`src/rtl/sram_frame_writer.sv`:
```
// sram_frame_writer: producer end of the SRAM frame-buffer write path.
// Turns a start-of-frame framed RGB565 pixel stream into exactly FRAME_PIXELS
// write beats per frame (short frames padded, long frames truncated), then
// pulses gen_fin and waits for the controller's gen_ack rise/fall handshake.
module sram_frame_writer #(
    parameter int          FRAME_PIXELS = 480000,
    parameter logic [15:0] PAD_COLOR    = 16'h0000,
    parameter int          PAD_GAP      = 4,
    parameter int          ACK_TIMEOUT  = 1048575
) (
    input  logic        i_clk,
    input  logic        i_rst_n,
    input  logic        i_frame_start,
    input  logic        i_pix_valid,
    input  logic [15:0] i_pix_data,
    output logic [15:0] o_wr_data,
    output logic        o_wr_request,
    output logic        o_gen_fin,
    input  logic        i_gen_ack,
    output logic [15:0] o_frame_cnt,
    output logic [15:0] o_drop_cnt,
    output logic        o_err_short,
    output logic        o_err_ack,
    output logic        o_busy
);

    localparam int          TW   = $clog2(ACK_TIMEOUT + 1);
    localparam int          GW   = $clog2(PAD_GAP + 1);
    localparam logic [19:0] LAST = 20'(FRAME_PIXELS - 1);

    typedef enum logic [2:0] {
        S_SYNC, S_FILL, S_PAD, S_FIN, S_ACK_HI, S_ACK_LO
    } state_t;

    state_t          state, state_d;
    logic [19:0]     pix_cnt, pix_d;
    logic [GW-1:0]   gap_cnt, gap_d;
    logic [TW-1:0]   to_cnt, to_d;
    logic            wr_req_d, fin_d, err_short_d, err_ack_d, drop_inc;
    logic [15:0]     wr_data_d, frame_d, drop_d;

    // Next-state and next-output logic; every output is registered below.
    always_comb begin
        state_d     = state;
        pix_d       = pix_cnt;
        gap_d       = gap_cnt;
        to_d        = to_cnt;
        wr_req_d    = 1'b0;
        wr_data_d   = o_wr_data;
        fin_d       = 1'b0;
        frame_d     = o_frame_cnt;
        err_short_d = o_err_short;
        err_ack_d   = o_err_ack;
        drop_inc    = 1'b0;
        case (state)
            S_SYNC: begin
                if (i_frame_start) begin
                    state_d = S_FILL;
                    pix_d   = 20'd0;
                    // A pixel coincident with the strobe is pixel 0.
                    if (i_pix_valid) begin
                        wr_req_d  = 1'b1;
                        wr_data_d = i_pix_data;
                        pix_d     = 20'd1;
                        if (LAST == 20'd0) state_d = S_FIN;
                    end
                end else begin
                    drop_inc = i_pix_valid;
                end
            end
            S_FILL: begin
                if (i_frame_start) begin
                    // Early strobe: the old frame is short, pad it out.
                    err_short_d = 1'b1;
                    state_d     = S_PAD;
                    gap_d       = '0;
                    drop_inc    = i_pix_valid;
                end else if (i_pix_valid) begin
                    wr_req_d  = 1'b1;
                    wr_data_d = i_pix_data;
                    pix_d     = pix_cnt + 20'd1;
                    if (pix_cnt == LAST) state_d = S_FIN;
                end
            end
            S_PAD: begin
                drop_inc = i_pix_valid;
                // One pad beat every PAD_GAP cycles keeps the write FIFO safe.
                if (gap_cnt == GW'(PAD_GAP - 1)) begin
                    gap_d     = '0;
                    wr_req_d  = 1'b1;
                    wr_data_d = PAD_COLOR;
                    pix_d     = pix_cnt + 20'd1;
                    if (pix_cnt == LAST) state_d = S_FIN;
                end else begin
                    gap_d = gap_cnt + 1'b1;
                end
            end
            S_FIN: begin
                drop_inc = i_pix_valid;
                // Never raise gen_fin while the controller still shows ack.
                if (!i_gen_ack) begin
                    fin_d   = 1'b1;
                    to_d    = '0;
                    state_d = S_ACK_HI;
                end
            end
            S_ACK_HI: begin
                drop_inc = i_pix_valid;
                if (i_gen_ack) begin
                    state_d = S_ACK_LO;
                end else if (to_cnt == TW'(ACK_TIMEOUT - 1)) begin
                    err_ack_d = 1'b1;
                    state_d   = S_SYNC;
                end else begin
                    to_d = to_cnt + 1'b1;
                end
            end
            S_ACK_LO: begin
                drop_inc = i_pix_valid;
                if (!i_gen_ack) begin
                    frame_d = o_frame_cnt + 16'd1;
                    pix_d   = 20'd0;
                    state_d = S_SYNC;
                end
            end
            default: state_d = S_SYNC;
        endcase
        drop_d = (drop_inc && o_drop_cnt != 16'hFFFF) ? o_drop_cnt + 16'd1 : o_drop_cnt;
    end

    // State, counters and registered outputs.
    always_ff @(posedge i_clk or negedge i_rst_n) begin
        if (!i_rst_n) begin
            state        <= S_SYNC;
            pix_cnt      <= 20'd0;
            gap_cnt      <= '0;
            to_cnt       <= '0;
            o_wr_data    <= 16'd0;
            o_wr_request <= 1'b0;
            o_gen_fin    <= 1'b0;
            o_frame_cnt  <= 16'd0;
            o_drop_cnt   <= 16'd0;
            o_err_short  <= 1'b0;
            o_err_ack    <= 1'b0;
            o_busy       <= 1'b0;
        end else begin
            state        <= state_d;
            pix_cnt      <= pix_d;
            gap_cnt      <= gap_d;
            to_cnt       <= to_d;
            o_wr_data    <= wr_data_d;
            o_wr_request <= wr_req_d;
            o_gen_fin    <= fin_d;
            o_frame_cnt  <= frame_d;
            o_drop_cnt   <= drop_d;
            o_err_short  <= err_short_d;
            o_err_ack    <= err_ack_d;
            o_busy       <= (state_d != S_SYNC);
        end
    end

endmodule
```
`config.mk`:
```
export PLATFORM = sky130hd
export DESIGN_NAME = sram_frame_writer
export DESIGN_NICKNAME = d
export VERILOG_FILES = /design/src/rtl/sram_frame_writer.sv
export SDC_FILE = /design/constraint.sdc
export NUM_CORES = 1
export LEC_CHECK = 0
export ABC_CLOCK_PERIOD_IN_PS = 2200
export BUFFER_PORTS_ARGS = -buffer_cell sky130_fd_sc_hd__buf_2
export CORE_MARGIN = 3
export CORE_UTILIZATION = 57
export DETAILED_ROUTE_END_ITERATION = 16
export PLACE_DENSITY = 0.92
export SLEW_MARGIN = 0
export SYNTH_ARGS = -nofsm -noshare
export SYNTH_HDL_FRONTEND = slang
export SYNTH_SLANG_ARGS = --single-unit
```
`constraint.sdc`:
```
create_clock -name i_clk -period 2.2 [get_ports i_clk]
set_input_delay 0.55 -clock i_clk [delete_from_list [all_inputs] [get_ports i_clk]]
set_output_delay 0.55 -clock i_clk [all_outputs]
set_load 0.005 [all_outputs]
```
==> impl_metrics.csv, run 1 <==
group,metric,value,unit
run_status,status,"finished, final reports clean",
global_route,grt_pass1_wl,19.8,mm
floorplanning,die_h,99.9,um
power_and_ir_drop,p_sw_share,37.0,%
cts,clockBufferDepth,2,
global_route,antenna_found_initial,0,
synthesis,yosysWarnings,0,
detailed_routing,drc_errors,0,
finish,drive_gt1_share,24.0,%
floorplanning,die_x,99.9,um
floorplanning,rows,33,
timing,tns,0,ps
synthesis,synth-main-ff-cell,"dfrtp_1",
critical_path,max_stage_delay,490,ps
global_route,grt_pass1_vias,4276,
finish,multi_input_area,0.00242,sq mm
finish,syn2layout_area_growth,17.6,%
synthesis,postSynthAreaPerCell,9.61,sq um
cts,htree_levels,3,
cts,clkTransAtPathRegs,100,ps
floorplanning,core_region_area,0.00838,sq mm
floorplanning,start_util,60.0,%
finish,final_cell_area,0.00591,sq mm
placed_design,dpl_cell_area,0.00571,sq mm
finish,antenna_cells,0,
timing,max-slew-margin-rel,64.2,%
detailed_routing,route.detailed.wl_per_inst,15.9,um
timing,skew,17.3,ps
placed_design,place_inst,714,
cts,cts_buffers,9,
power_and_ir_drop,p_int,0.00345,W
synthesis,synthTopCellsByCount,"99 x dfrtp_1, 72 x nand2_1, 49 x o21ai_0",
critical_path,crit_path_cell_trace,"or3b_1, nor4_4, buf_4, a211o_1, or4_1, o21ai_0",
placed_design,hpwlAfterDp,8.35,mm
cts,clk_latency,370,ps
critical_path,critPathMaxFanout,10,
power_and_ir_drop,max-vdd-ir-drop,0.487,mV
critical_path,crit_slowest_cell,"dfrtp_2",
detailed_routing,postRouteAntennaNets,0,
timing,timing.final.crit_share,95.8,%
synthesis,synth_top_area_cell,"dfrtp_1",
timing,worstMarginPinSlew,533,ps
cts,hold_buffers,0,
synthesis,seq_area_frac_synth,49.3,%
floorplanning,ios,74,
timing,max_clock_freq,0.475,GHz
synthesis,ys_types,60,
timing,rsz0062_at_grt,"true",
timing,layout_min_cycle_time,2110,ps
placed_design,gp_congestion,0.930,
synthesis,synthCells,523,
power_and_ir_drop,pwr-share-seq,45.0,%
finish,nNetsFinal,648,
synthesis,synthArstFlopShare,100,%
finish,seqCellArea,0.00248,sq mm
timing,final-setup-viol-count,0,
critical_path,crit_path_end_kind,"flip-flop",
flow_run,maxCapViolations,0,
power_and_ir_drop,clkPwrFrac,19.6,%
detailed_routing,vias,4412,
detailed_routing,via_per_inst,6.04,
critical_path,worstSetupPathType,"flip-flop to flip-flop",
power_and_ir_drop,p_comb_share,35.4,%
synthesis,synth_area,0.00503,sq mm
global_route,grt_max_degree,35,
finish,n_fill_cell,591,
finish,final_cells,730,
synthesis,syn_nets,550,
timing,slew_violations,0,
timing,hold_viol_final,0,
cts,clockRootBuffer,"clkbuf_8",
detailed_routing,drtIter0Drc,349,
global_route,track_usage,24.1,%
worst_hold_path,hp-class,"primary input to async pin",
synthesis,synth_edf_count,0,
power_and_ir_drop,p_leak,2.78,nW
cts,cts.sinks,99,
floorplanning,die_area,0.00998,sq mm
synthesis,yosysTopAreaCellShare,49.3,%
synthesis,synth_most_common_cell,"dfrtp_1",
critical_path,worst_setup_path_start_kind,"flip-flop",
power_and_ir_drop,p_sw,0.00203,W
synthesis,synth_top_cells_by_area,"dfrtp_1 49%, nand2_1 5.4%, o21ai_0 4.9%",
critical_path,cp_data_required_time,2440,ps
cts,cts_tree,"built",
detailed_routing,drt_pass1_iterations,4,
power_and_ir_drop,p_per_area,927,mW/mm^2
detailed_routing,wl,11.6,mm
placed_design,io_buffer_count,73,
synthesis,synth_seq_cells,99,
critical_path,arrival,2350,ps
global_route,overflow,0,
==> cell usage in the layout (no fill, tap or decap), drive strengths merged, types with 4 or more instances in the layout <==
cell,Yosys,routed
a21oi,25,25
a31o,5,5
and2,11,11
and3,7,7
and4,11,11
buf,9,110
clkbuf,14,10
dfrtp,99,99
ha,6,6
inv,13,15
nand2,72,72
nand2b,5,5
nand3,28,28
nand4,12,12
nor2,30,30
nor3,6,6
nor4,4,4
o21ai,51,51
o31ai,13,13
o41ai,6,6
or3,7,7
or4,6,6
xnor2,27,27
xor2,11,11
==> through the flow <==
stage	setup WS (ps)	hold WS [ps]	utilization [%]	power (W)
final	93.4	122	70.5	0.00548
after global routing	-14.8	137	70.5	0.00586
after CTS	5.69	124	70.2	0.00546
after detailed placement	-58.7	458	68.1	0.00438
after global placement	25.1	455	68.1	0.00426
after floorplan	209	254	-	0.00357
==> critical path, delay by kind of cell (launching register included) <==
family          cells  cell delay [ps]
compound gates      2              270
buf+inv             1              210
simple gates        3             1010
flops               1              490
==> repair_timing <==
item | CTS | global route
buffers inserted | 0 | 1
resized for setup | 1 | 6
pin swaps | 0 | 1
endpoints found under the setup margin | 1 | 25
==> sequential cells by signal, indices dropped and copies added, names as in the netlist <==
signal and count:
o_drop_cnt 16, pix_cnt 20, state 3, to_cnt 20
o_wr_data 16, o_busy 1, o_gen_fin 1, gap_cnt 3
o_err_ack 1, o_frame_cnt 16, o_wr_request 1, o_err_short 1
==> final timing paths <==
check | slack, ps | to | from | depth (start not counted)
min | 120 | to_cnt[11] | i_rst_n | 1
max | 90 | to_cnt[7] | state[1] | 6
min reg2reg | 470 | o_frame_cnt[15] | o_frame_cnt[15] | 1
max in group asynchronous | 1440 | o_drop_cnt[11] | i_rst_n | 2
max reg2reg | 90 | to_cnt[7] | state[1] | 6
min in group i_clk | 420 | o_wr_data[6] | i_pix_data[6] | 3
==> power groups by stage <==
| stage | clock network, W | logic (W) | registers (W) |
|---|---|---|---|
| after floorplan | 0 | 0.00115 | 0.00242 |
| after global placement | 0 | 0.00180 | 0.00246 |
| after detailed placement | 0 | 0.00189 | 0.00249 |
| after CTS | 0.00109 | 0.00191 | 0.00245 |
| after global routing | 0.00117 | 0.00217 | 0.00251 |
| final | 0.00108 | 0.00194 | 0.00246 |
==> cells by family after synthesis <==
group           synth area share, %
compound gates                 15.9
xor+xnor                       6.62
fa+ha+maj                      1.49
buf+inv                        2.96
flops                          49.3
mux                           0.672
simple gates                   23.0
==> layout make-up <==
| type | instances | area share (%) |
|---|---|---|
| Sequential cell | 99 | 42.0 |
| Clock inverter | 5 | 0.635 |
| Multi-Input combinational cell | 388 | 40.9 |
| Clock buffer | 10 | 2.33 |
| Inverter | 13 | 0.826 |
| Tap cell | 105 | 2.22 |
| Timing Repair Buffer | 110 | 11.1 |
==> routing by layer <==
layer  track usage [%]  up-vias  wire length, um
met2              39.5      152             5950
li1                  -     2087                -
met1              31.4     2153             4800
met5                 0        -                0
met4              8.82        0              185
met3              5.70       20              680
Power figures use the tool's default switching activity.
==> run 2: changes to the inputs <==
CAP_MARGIN = 20   (was unset)
RECOVER_POWER = 100   (was unset)
==> run 2 against run 1 <==
Final area decreased by 0.42%. Combinational power about the same. Total power about the same. Count of clock-buffer cells in the layout unchanged. Critical path type unchanged. Highest routed layer unchanged. Fmax increased by 0.62%. Largest cell class unchanged. Critical endpoint unchanged. Register-to-register slack about the same. Worst hold slack improved by 150 ps. Non-clock buffer count unchanged.
==> impl_metrics.csv, run 2 (synthesis gave the netlist of run 1 again) <==
group,metric,value,unit
run_status,status,"finished, final reports clean",
detailed_routing,via_per_inst,6.09,
power_and_ir_drop,p_sw_share,37.1,%
finish,antenna_cells,0,
finish,top_regs,"pix_cnt (20), to_cnt (20)",
critical_path,crit_path_end_kind,"flip-flop",
power_and_ir_drop,pwr-share-seq,45.0,%
finish,syn2layout_area_growth,17.1,%
detailed_routing,route.detailed.wl_per_inst,15.9,um
global_route,antenna_found_initial,0,
cts,clk_latency,370,ps
timing,final-setup-viol-count,0,
timing,timing.final.crit_share,95.2,%
placed_design,dpl_cell_area,0.00571,sq mm
critical_path,worst_setup_path_start_kind,"flip-flop",
detailed_routing,postRouteAntennaNets,0,
timing,finalWorstSetupSlack,106,ps
floorplanning,rows,33,
cts,clkTransAtPathRegs,100,ps
placed_design,io_buffer_count,73,
finish,final_common_cell,"dfrtp_1",
timing,max-slew-margin-rel,28.8,%
global_route,grt_pass1_vias,4276,
global_route,track_usage,24.1,%
cts,hold_buffers,0,
floorplanning,ios,74,
power_and_ir_drop,p_int,0.00345,W
power_and_ir_drop,max-vdd-ir-drop,0.487,mV
detailed_routing,drtIter0Drc,320,
timing,hold_viol_final,0,
power_and_ir_drop,p_leak,2.77,nW
global_route,grt_max_degree,35,
timing,max_clock_freq,0.478,GHz
cts,cts.sinks,99,
flow_run,maxCapViolations,0,
finish,final_cell_mix,"97 x dfrtp_1, 72 x nand2_1, 72 x buf_2",
floorplanning,die_x,99.9,um
floorplanning,core_region_area,0.00838,sq mm
timing,slew_violations,0,
detailed_routing,vias,4447,
placed_design,gp_congestion,0.930,
power_and_ir_drop,clkPwrFrac,19.6,%
power_and_ir_drop,p_comb_share,35.4,%
critical_path,arrival,2330,ps
critical_path,cp_data_required_time,2440,ps
floorplanning,start_util,60.0,%
detailed_routing,wl,11.6,mm
global_route,overflow,0,
cts,cts_buffers,9,
cts,htree_levels,3,
floorplanning,die_area,0.00998,sq mm
critical_path,critPathMaxFanout,10,
worst_hold_path,hp-class,"primary input to async pin",
power_and_ir_drop,p_sw,0.00203,W
critical_path,rrSetupSlack,110,ps
timing,rsz0062_at_grt,"true",
finish,nNetsFinal,648,
timing,fin_hold_ws,273,ps
placed_design,preCtsSetupSlack,-58.7,ps
placed_design,hpwlAfterDp,8.35,mm
detailed_routing,drc_errors,0,
finish,drive_gt1_share,23.7,%
cts,cts_tree,"built",
finish,final_cell_area,0.00589,sq mm
floorplanning,die_h,99.9,um
cts,clockBufferDepth,2,
timing,worstMarginPinSlew,1070,ps
global_route,grt_pass1_wl,19.8,mm
timing,layout_min_cycle_time,2090,ps
cts,clockRootBuffer,"clkbuf_8",
detailed_routing,drt_pass1_iterations,5,
timing,skew,17.6,ps
critical_path,worstSetupPathType,"flip-flop to flip-flop",
power_and_ir_drop,p_per_area,931,mW/mm^2
## run 2: cell types whose count changed in the layout (fill, tap and decap cells not counted)
cell / change
clkbuf_1: +2
clkbuf_2: +2
buf_12: -1
buf_4: -3
## run 2: worst paths after layout
| path | startpoint | depth (start not counted) | endpoint |
|---|---|---|---|
| max | state[1] | 6 | to_cnt[7] |
| min | i_rst_n | 1 | to_cnt[4] |
| max reg2reg | state[1] | 6 | to_cnt[7] |
| min reg2reg | o_frame_cnt[15] | 1 | o_frame_cnt[15] |
| max in group asynchronous | i_rst_n | 2 | o_drop_cnt[11] |
| min in group i_clk | i_pix_data[6] | 3 | o_wr_data[6] |
## run 2: timing repair
action,CTS,global route
pin swaps,0,1
setup buffers,0,1
gates resized for setup,1,6
setup endpoints to repair,1,25
## run 2: through the flow
stage | instances | TNS [ps] | power [W] | utilization (%)
after detailed placement | 714 | -91.1 | 0.00438 | 68.1
after global placement | 714 | 0 | 0.00426 | 68.1
after floorplan | 523 | 0 | 0.00357 | -
final | 730 | 0 | 0.00548 | 70.2
after global routing | 730 | -23.7 | 0.00585 | 70.2
after CTS | 729 | 0 | 0.00546 | 70.2
## run 2: metal layers
layer  global-route usage (%)  vias to the layer above  wire length, um
met5                        0                        -                0
met4                     8.82                        0              203
met3                     5.70                       22              734
met2                     39.5                      174             5960
met1                     31.4                     2163             4740
li1                         -                     2088                -
## run 2: cell type report
class	count	area, sq um
Fill cell	595	2500
Sequential cell	99	2480
Multi-Input combinational cell	388	2420
Timing Repair Buffer	110	633
Clock buffer	10	138
Tap cell	105	131
Inverter	13	48.8
Clock inverter	5	37.5
## run 2: power groups by stage
stage | Combinational (W) | Clock [W] | Sequential, W
floorplan | 0.00115 | 0 | 0.00242
global placement | 0.00180 | 0 | 0.00246
detailed placement | 0.00189 | 0 | 0.00249
CTS | 0.00191 | 0.00109 | 0.00245
global route | 0.00217 | 0.00117 | 0.00251
finish | 0.00194 | 0.00107 | 0.00247
## run 2: critical path, cell delays in order, from the launching register on
cell and delay [ps]:
dfrtp_2 500, or3b_1 490, nor4_4 390, buf_4 210, a211o_1 180, or4_1 130
o21ai_0 80
